## config.mk

```make
export PLATFORM = sky130hd
export DESIGN_NAME = sfx_note_sequencer
export DESIGN_NICKNAME = d
export VERILOG_FILES = /design/src/rtl/sfx_pkg.sv /design/src/rtl/sfx_tick_prescaler.sv /design/src/rtl/sfx_note_sequencer.sv
export SDC_FILE = /design/constraint.sdc
export NUM_CORES = 1
export LEC_CHECK = 0
export ABC_CLOCK_PERIOD_IN_PS = 4000
export CORE_MARGIN = 2
export CORE_UTILIZATION = 45
export CTS_CLUSTER_DIAMETER = 50
export CTS_CLUSTER_SIZE = 24
export DETAILED_ROUTE_END_ITERATION = 16
export PLACE_DENSITY = 0.67
export SLEW_MARGIN = 20
export SYNTH_ARGS = -nofsm -noshare
export SYNTH_HDL_FRONTEND = slang
export SYNTH_SLANG_ARGS = --single-unit
```

## constraint.sdc

```tcl
create_clock -name clk -period 4 [get_ports clk]
set_input_delay 0.8 -clock clk [delete_from_list [all_inputs] [get_ports clk]]
set_output_delay 0.8 -clock clk [all_outputs]
set_load 0.01 [all_outputs]
```

## src/rtl/sfx_pkg.sv

```systemverilog
// ============================================================================
// Module   : sfx_pkg
// Purpose  : Shared constants, state encodings and note table for the sfx
//            sequencer family.
// Revision : 1.0 - initial release
// ============================================================================
`default_nettype none

package sfx_pkg;

    localparam logic [1:0] ST_IDLE = 2'd0;
    localparam logic [1:0] ST_NOTE = 2'd1;
    localparam logic [1:0] ST_GAP  = 2'd2;

    localparam logic MODE_ARP   = 1'b0;
    localparam logic MODE_ALARM = 1'b1;

    localparam int IDX_W        = 4;
    localparam int NOTE_CNT     = 12;
    localparam int NOTE_MAX_IDX = 11;

    localparam int ALARM_LEN = 4;
    localparam logic [IDX_W-1:0] ALARM_PHRASE [ALARM_LEN] = '{4'd8, 4'd6, 4'd4, 4'd1};

    // Index 0 is silence; the rest is a C-major run from C4 upward.
    function automatic int note_freq(input int idx);
        case (idx)
            1:       return 261;
            2:       return 294;
            3:       return 330;
            4:       return 349;
            5:       return 392;
            6:       return 440;
            7:       return 494;
            8:       return 524;
            9:       return 588;
            10:      return 660;
            11:      return 698;
            default: return 0;
        endcase
    endfunction

    function automatic int note_div_of(input int idx, input int clk_hz);
        int i;
        int f;
        i = (idx > NOTE_MAX_IDX) ? NOTE_MAX_IDX : idx;
        f = note_freq(i);
        return (f == 0) ? 0 : (clk_hz / f) / 2;
    endfunction

endpackage

`default_nettype wire

```

## src/rtl/sfx_tick_prescaler.sv

```systemverilog
// ============================================================================
// Module   : sfx_tick_prescaler
// Purpose  : Free-running 0..TICK_DIV-1 counter with synchronous clear and a
//            tick strobe on the terminal count.
// Revision : 1.0 - initial release
// ============================================================================
`default_nettype none

module sfx_tick_prescaler #(
    parameter int TICK_DIV = 12_500_000
) (
    input  logic clk,
    input  logic rst,
    input  logic clear_i,
    output logic tick_o
);

    localparam int CW = (TICK_DIV > 2) ? $clog2(TICK_DIV) : 1;
    localparam logic [CW-1:0] C_LAST = CW'(TICK_DIV - 1);

    logic [CW-1:0] cnt_q;
    logic [CW-1:0] cnt_d;

    always_comb begin
        cnt_d = cnt_q + 1'b1;
        if (clear_i || (cnt_q == C_LAST)) begin
            cnt_d = '0;
        end
    end

    always_ff @(posedge clk or posedge rst) begin
        if (rst) begin
            cnt_q <= '0;
        end else begin
            cnt_q <= cnt_d;
        end
    end

    assign tick_o = (cnt_q == C_LAST);

endmodule

`default_nettype wire

```

## src/rtl/sfx_note_sequencer.sv

```systemverilog
// ============================================================================
// Module   : sfx_note_sequencer
// Purpose  : Score-event accumulator that plays an ascending arpeggio on commit
//            and a pre-empting descending phrase on alarm, driving note_div.
// Revision : 1.0 - initial release
// ============================================================================
`default_nettype none

module sfx_note_sequencer
    import sfx_pkg::*;
#(
    parameter int TICK_DIV    = 12_500_000,
    parameter int NOTE_TICKS  = 2,
    parameter int GAP_TICKS   = 1,
    parameter int MAX_COUNT   = 15,
    parameter int CNT_W       = 4,
    parameter int DIV_W       = 22,
    parameter int BUZZ_CLK_HZ = 100_000_000
) (
    input  logic             clk,
    input  logic             rst,
    input  logic [2:0]       event_inc_i,
    input  logic             commit_i,
    input  logic             alarm_i,
    output logic [DIV_W-1:0] note_div_o,
    output logic             busy_o,
    output logic             done_o,
    output logic [CNT_W-1:0] count_o
);

    localparam int TK_W  = 16;
    localparam int SUM_W = CNT_W + 4;
    localparam logic [SUM_W-1:0] C_MAX_SUM = SUM_W'(MAX_COUNT);
    localparam logic [CNT_W-1:0] C_MAX_CNT = CNT_W'(MAX_COUNT);

    logic [1:0]       state_q,    state_d;
    logic             mode_q,     mode_d;
    logic [CNT_W-1:0] step_q,     step_d;
    logic [CNT_W-1:0] len_q,      len_d;
    logic [TK_W-1:0]  ticks_q,    ticks_d;
    logic [CNT_W-1:0] count_q,    count_d;
    logic [DIV_W-1:0] note_div_q, note_div_d;
    logic             done_q,     done_d;

    logic             w_tick;
    logic             w_start;
    logic [SUM_W-1:0] w_sum;
    logic [CNT_W-1:0] w_count_acc;
    logic [CNT_W-1:0] w_inc_sat;
    logic             w_note_end;
    logic             w_gap_end;
    logic             w_seq_adv;
    logic             w_last;
    logic [CNT_W:0]   w_arp_idx;
    logic [IDX_W-1:0] w_idx;
    logic [DIV_W-1:0] w_table [NOTE_CNT];

    for (genvar k = 0; k < NOTE_CNT; k++) begin : g_table
        assign w_table[k] = DIV_W'(note_div_of(k, BUZZ_CLK_HZ));
    end

    // Restarting the prescaler on every start keeps each note exactly
    // NOTE_TICKS*TICK_DIV cycles long regardless of prior phase.
    assign w_start = alarm_i | (commit_i & (state_q == ST_IDLE) & (count_q != '0));

    sfx_tick_prescaler #(
        .TICK_DIV (TICK_DIV)
    ) u_prescaler (
        .clk     (clk),
        .rst     (rst),
        .clear_i (w_start),
        .tick_o  (w_tick)
    );

    assign w_sum       = SUM_W'(count_q) + SUM_W'(event_inc_i);
    assign w_count_acc = (w_sum > C_MAX_SUM) ? C_MAX_CNT : w_sum[CNT_W-1:0];
    assign w_inc_sat   = (SUM_W'(event_inc_i) > C_MAX_SUM) ? C_MAX_CNT
                                                            : CNT_W'(event_inc_i);

    assign w_note_end = (state_q == ST_NOTE) && w_tick && (ticks_q == TK_W'(NOTE_TICKS - 1));
    assign w_gap_end  = (state_q == ST_GAP)  && w_tick && (ticks_q == TK_W'(GAP_TICKS - 1));
    assign w_seq_adv  = (GAP_TICKS == 0) ? w_note_end : w_gap_end;
    assign w_last     = (step_q == (len_q - 1'b1));

    always_comb begin
        state_d = state_q;
        mode_d  = mode_q;
        step_d  = step_q;
        len_d   = len_q;
        ticks_d = ticks_q;
        count_d = w_count_acc;
        done_d  = 1'b0;

        if (alarm_i) begin
            mode_d  = MODE_ALARM;
            step_d  = '0;
            len_d   = CNT_W'(ALARM_LEN);
            ticks_d = '0;
            state_d = ST_NOTE;
            count_d = w_inc_sat;
        end else begin
            case (state_q)
                ST_IDLE: begin
                    if (commit_i) begin
                        if (count_q != '0) begin
                            mode_d  = MODE_ARP;
                            step_d  = '0;
                            len_d   = count_q;
                            ticks_d = '0;
                            state_d = ST_NOTE;
                            count_d = w_inc_sat;
                        end else begin
                            done_d = 1'b1;
                        end
                    end
                end
                ST_NOTE: begin
                    if (w_note_end) begin
                        ticks_d = '0;
                        state_d = ST_GAP;
                    end else if (w_tick) begin
                        ticks_d = ticks_q + 1'b1;
                    end
                end
                ST_GAP: begin
                    if (w_gap_end) begin
                        ticks_d = '0;
                    end else if (w_tick) begin
                        ticks_d = ticks_q + 1'b1;
                    end
                end
                default: begin
                    state_d = ST_IDLE;
                end
            endcase

            // With no gap configured this overrides the NOTE->GAP move above.
            if (w_seq_adv) begin
                if (w_last) begin
                    state_d = ST_IDLE;
                    done_d  = 1'b1;
                end else begin
                    step_d  = step_q + 1'b1;
                    state_d = ST_NOTE;
                end
            end
        end
    end

    always_comb begin
        w_arp_idx = {1'b0, step_d} + 1'b1;
        if (mode_d == MODE_ALARM) begin
            w_idx = ALARM_PHRASE[step_d[1:0]];
        end else if (w_arp_idx > (CNT_W + 1)'(NOTE_MAX_IDX)) begin
            w_idx = IDX_W'(NOTE_MAX_IDX);
        end else begin
            w_idx = IDX_W'(w_arp_idx);
        end
        note_div_d = (state_d == ST_NOTE) ? w_table[w_idx] : '0;
    end

    always_ff @(posedge clk or posedge rst) begin
        if (rst) begin
            state_q    <= ST_IDLE;
            mode_q     <= MODE_ARP;
            step_q     <= '0;
            len_q      <= '0;
            ticks_q    <= '0;
            count_q    <= '0;
            note_div_q <= '0;
            done_q     <= 1'b0;
        end else begin
            state_q    <= state_d;
            mode_q     <= mode_d;
            step_q     <= step_d;
            len_q      <= len_d;
            ticks_q    <= ticks_d;
            count_q    <= count_d;
            note_div_q <= note_div_d;
            done_q     <= done_d;
        end
    end

    assign note_div_o = note_div_q;
    assign busy_o     = (state_q != ST_IDLE);
    assign done_o     = done_q;
    assign count_o    = count_q;

endmodule

`default_nettype wire

```

==> impl_metrics.yaml <==
worst_setup_path:
  critPathLaunchType: "flip-flop"
  timing.critical_path.to: "note_div_o[12]"
  critPathTopFamily: "simple AND/OR/NAND/NOR gates"
  worstPathRequired_ns: 4.24
  cp.buffers_inverters: 3
  worstSetupPathType: "reg2reg"
  critical_path_arrival_ns: 4.10
  crit_path_top_delay_cell: "dfrtp_1"
  crit_path_max_incr_delay_ns: 0.40
  critPathLaunch: "u_prescaler.cnt_q[9]"
  reg2regPathDepth: 18
  crit_path_cell_trace: "nor4bb_2, nand4_1, buf_4, nor4_4, buf_4, a21oi_1, a21oi_1, inv_1, ha_2, nor2b_1, o211a_1, or2_1, and2_1, o21a_4, ha_1, and3_1, a311oi_1, nor2_1"
  reg2reg_to: "note_div_o[12]"
  endpoint_kind: "flip-flop"
  crit_fanout: 5
  crit_cells: 18
  r2r_slack_ns: 0.13
  worstReg2RegStart: "u_prescaler.cnt_q[9]"
floorplan:
  ios: 35
  dieArea_um2: 10700
  core_area_um2: 9680
  rows: 36
  die_y_um: 103
  die_w_um: 103
  initial_utilization_pct: 45.9
worst_hold_path:
  worstHoldPathType: "reg2reg"
synthesis:
  synthXorXnorAreaFrac_pct: 8.66
  synthAdderAreaFrac_pct: 7.76
  synth_seq_cells: 74
  synth_edf_count: 0
  syn_area_per_cell_um2: 9.31
  synth-async-reset-ratio_pct: 100
  yosys_warnings: 0
  yosys.area_share.simple_pct: 22.6
  synth_area_leaders: "dfrtp_1 42%, ha_1 7.3%, nor2_1 6.2%, xor2_1 5.7%, nand2_1 3.8%"
  synth_area_um2: 4450
  synth_mux_area_share_pct: 0.675
  synth_cells: 478
  synth_seq_area_share_pct: 41.6
  synth_ff_type: "dfrtp_1"
  ys_types: 71
  yosysTopAreaCell: "dfrtp_1"
  synth_compound_area_share_pct: 13.8
  synth_top_area_share_pct: 41.6
  synth_top_family_by_area: "simple AND/OR/NAND/NOR gates"
sta:
  tightest_slew_ns: 0.717
  hold_ws_ns: 0.493
  fmax_mhz: 259
  final-max-slew-violation-count: 0
  setup_viol: 0
  finalHoldViolations: 0
  min_period_ns: 3.87
  skew_ns: 0.00513
  setup_tns_ns: 0
  slew_headroom_pct: 52.1
  fin_crit_sh_pct: 96.7
  rsz0062_at_grt: "yes"
detailed_routing:
  ant_nets: 0
  avgRoutedWirePerCell_um: 14.5
  drc_errors: 0
  drt_first_pass_iters: 4
  routed_via_density: 5.31
  num_vias: 3654
  drt_iter0_drc: 82
  wl_um: 9970
clock_tree:
  insertion_delay_ns: 0.36
  cts_tree: "done"
  cts_root_buf: "clkbuf_8"
  clock_sinks: 74
  cts_buffer_depth: 2
  htree_num_levels: 3
  cts_buffers: 9
  clk_pin_slew_ns: 0.08
  cts_hold_buf: 0
layout:
  mostFrequentLayoutCell: "dfrtp_1"
  num-fill-cells: 851
  stdcell_count: 688
  mostFrequentLayoutCells: "74 x dfrtp_1, 73 x nor2_1, 49 x buf_4, 45 x nand2_1, 30 x clkdlybuf4s50_1"
  nets: 584
  antennaDiodeCount: 0
  area.growth.synth_to_final_pct: 22.2
  layout-drive-gt1-share_pct: 18.4
power_and_ir_drop:
  ir_worst_vdd_mv: 0.220
  power_frac_clock_pct: 34.9
  power.switching_w: 0.000454
  p_per_area_nw_per_um2: 309
  power_w: 0.00168
  p_sw_share_pct: 27.1
  seqPwrFrac_pct: 48.2
  intPower_w: 0.00122
  power.leakage_nw: 2.40
  combPwrFrac_pct: 16.8
flow_run:
  maxCapViolations: 0
placement:
  portBuffers: 30
  hpwl_um: 7180
  post-place-cells: 668
  place_congestion: 0.875
global_routing:
  grt_max_degree: 33
  track_usage_pct: 20.6
  grt_pass1_wl_um: 17200
  grt_pass1_vias: 3717
  overflow: 0
  antenna_found_initial: 0
status:
  status: "complete, no violations"
==> how the worst min path moves through the flow <==
| stage | slack, ns | start | depth (start not counted) | to |
|---|---|---|---|---|
| floorplan | 0.45 | u_prescaler.cnt_q[0] | 1 | u_prescaler.cnt_q[0] |
| global placement | 0.47 | u_prescaler.cnt_q[0] | 1 | u_prescaler.cnt_q[0] |
| detailed placement | 0.48 | u_prescaler.cnt_q[0] | 1 | u_prescaler.cnt_q[0] |
| CTS | 0.50 | u_prescaler.cnt_q[0] | 1 | u_prescaler.cnt_q[0] |
| global route | 0.53 | u_prescaler.cnt_q[0] | 1 | u_prescaler.cnt_q[0] |
| finish | 0.49 | u_prescaler.cnt_q[0] | 1 | u_prescaler.cnt_q[0] |
==> stage by stage <==
stage / utilization, % / instance area (um^2) / setup WS, ns
finish: 56.1 / 5440 / 0.134
global placement: 53.2 / 5150 / -0.0112
detailed placement: 53.2 / 5150 / -0.0557
CTS: 55.2 / 5340 / 0.00278
floorplan: - / 4460 / 0.117
global route: 56.1 / 5440 / -0.0463
==> flip-flops by register name (all words and copies together) (netlist names) <==
name and count:
u_prescaler.cnt_q 24, note_div_o 18, ticks_q 16, count_o 4
len_q 4, step_q 4, state_q 2, done_o 1
mode_q 1
==> cell families after synthesis <==
kind of cell,count (synthesis)
other,1
AND/OR/NAND/NOR,203
XOR/XNOR,44
buffers and inverters,45
multiplexers,3
AO/OA/AOI/OAI,81
adder cells (fa/ha/maj),27
flip-flops,74
==> synthesized netlist by cell type (2+ instances only) <==
library cell   n
inv_1         21
o21a_1         2
a2111oi_2      2
nor2b_1        2
o211ai_1       3
ha_1          26
dfrtp_1       74
a21oi_2        3
nand4_1       10
nor3_1         8
nand2b_1       5
nor4_1         4
and4_1         4
nand2_1       45
a21oi_1       25
a221oi_1       4
nand3_1       14
o21ai_0       10
or3_1          3
nor2_1        73
or2_2          3
buf_4          7
xor2_1        29
o21a_4         2
and2_1         6
a211oi_1       3
clkbuf_1       8
buf_2          6
or4b_2         2
a31oi_1        5
xnor2_1       15
or2_1          2
mux2i_1        3
and3_1        11
nor4_2         2
==> cell type report <==
type	instances	area (um^2)	share of cell area (%)
clock buffer	11	141	2.60
clock inverter	5	53.8	0.990
inverter	23	90.1	1.66
multi-input combinational	362	2450	45.1
sequential	74	1850	34.1
tap	133	166	3.06
timing repair buffer	80	679	12.5
==> routing by layer <==
metal / global-route usage, % / part of all wire (%) / vias to the layer above
met5: 0 / 0 / -
met2: 34.9 / 51 / 52
li1: - / - / 1784
met4: 6.78 / 1.4 / 0
met3: 4.10 / 2.2 / 11
met1: 26.6 / 46 / 1807
==> power groups by stage <==
stage | Sequential (W) | Combinational [W] | Clock (W)
4_1_cts | 0.000809 | 0.000283 | 0.000605
6_report | 0.000809 | 0.000283 | 0.000586
3_3_place_gp | 0.000824 | 0.000276 | 0
5_1_grt | 0.000813 | 0.000315 | 0.000637
2_1_floorplan | 0.000836 | 0.000146 | 0
3_5_place_dp | 0.000824 | 0.000282 | 0
==> repair_timing <==
item                                    in CTS  in global routing
endpoints found under the setup margin       0                 18
setup buffers                                0                  4
resized for setup                            0                 11
(Power assumes the default switching activity.)
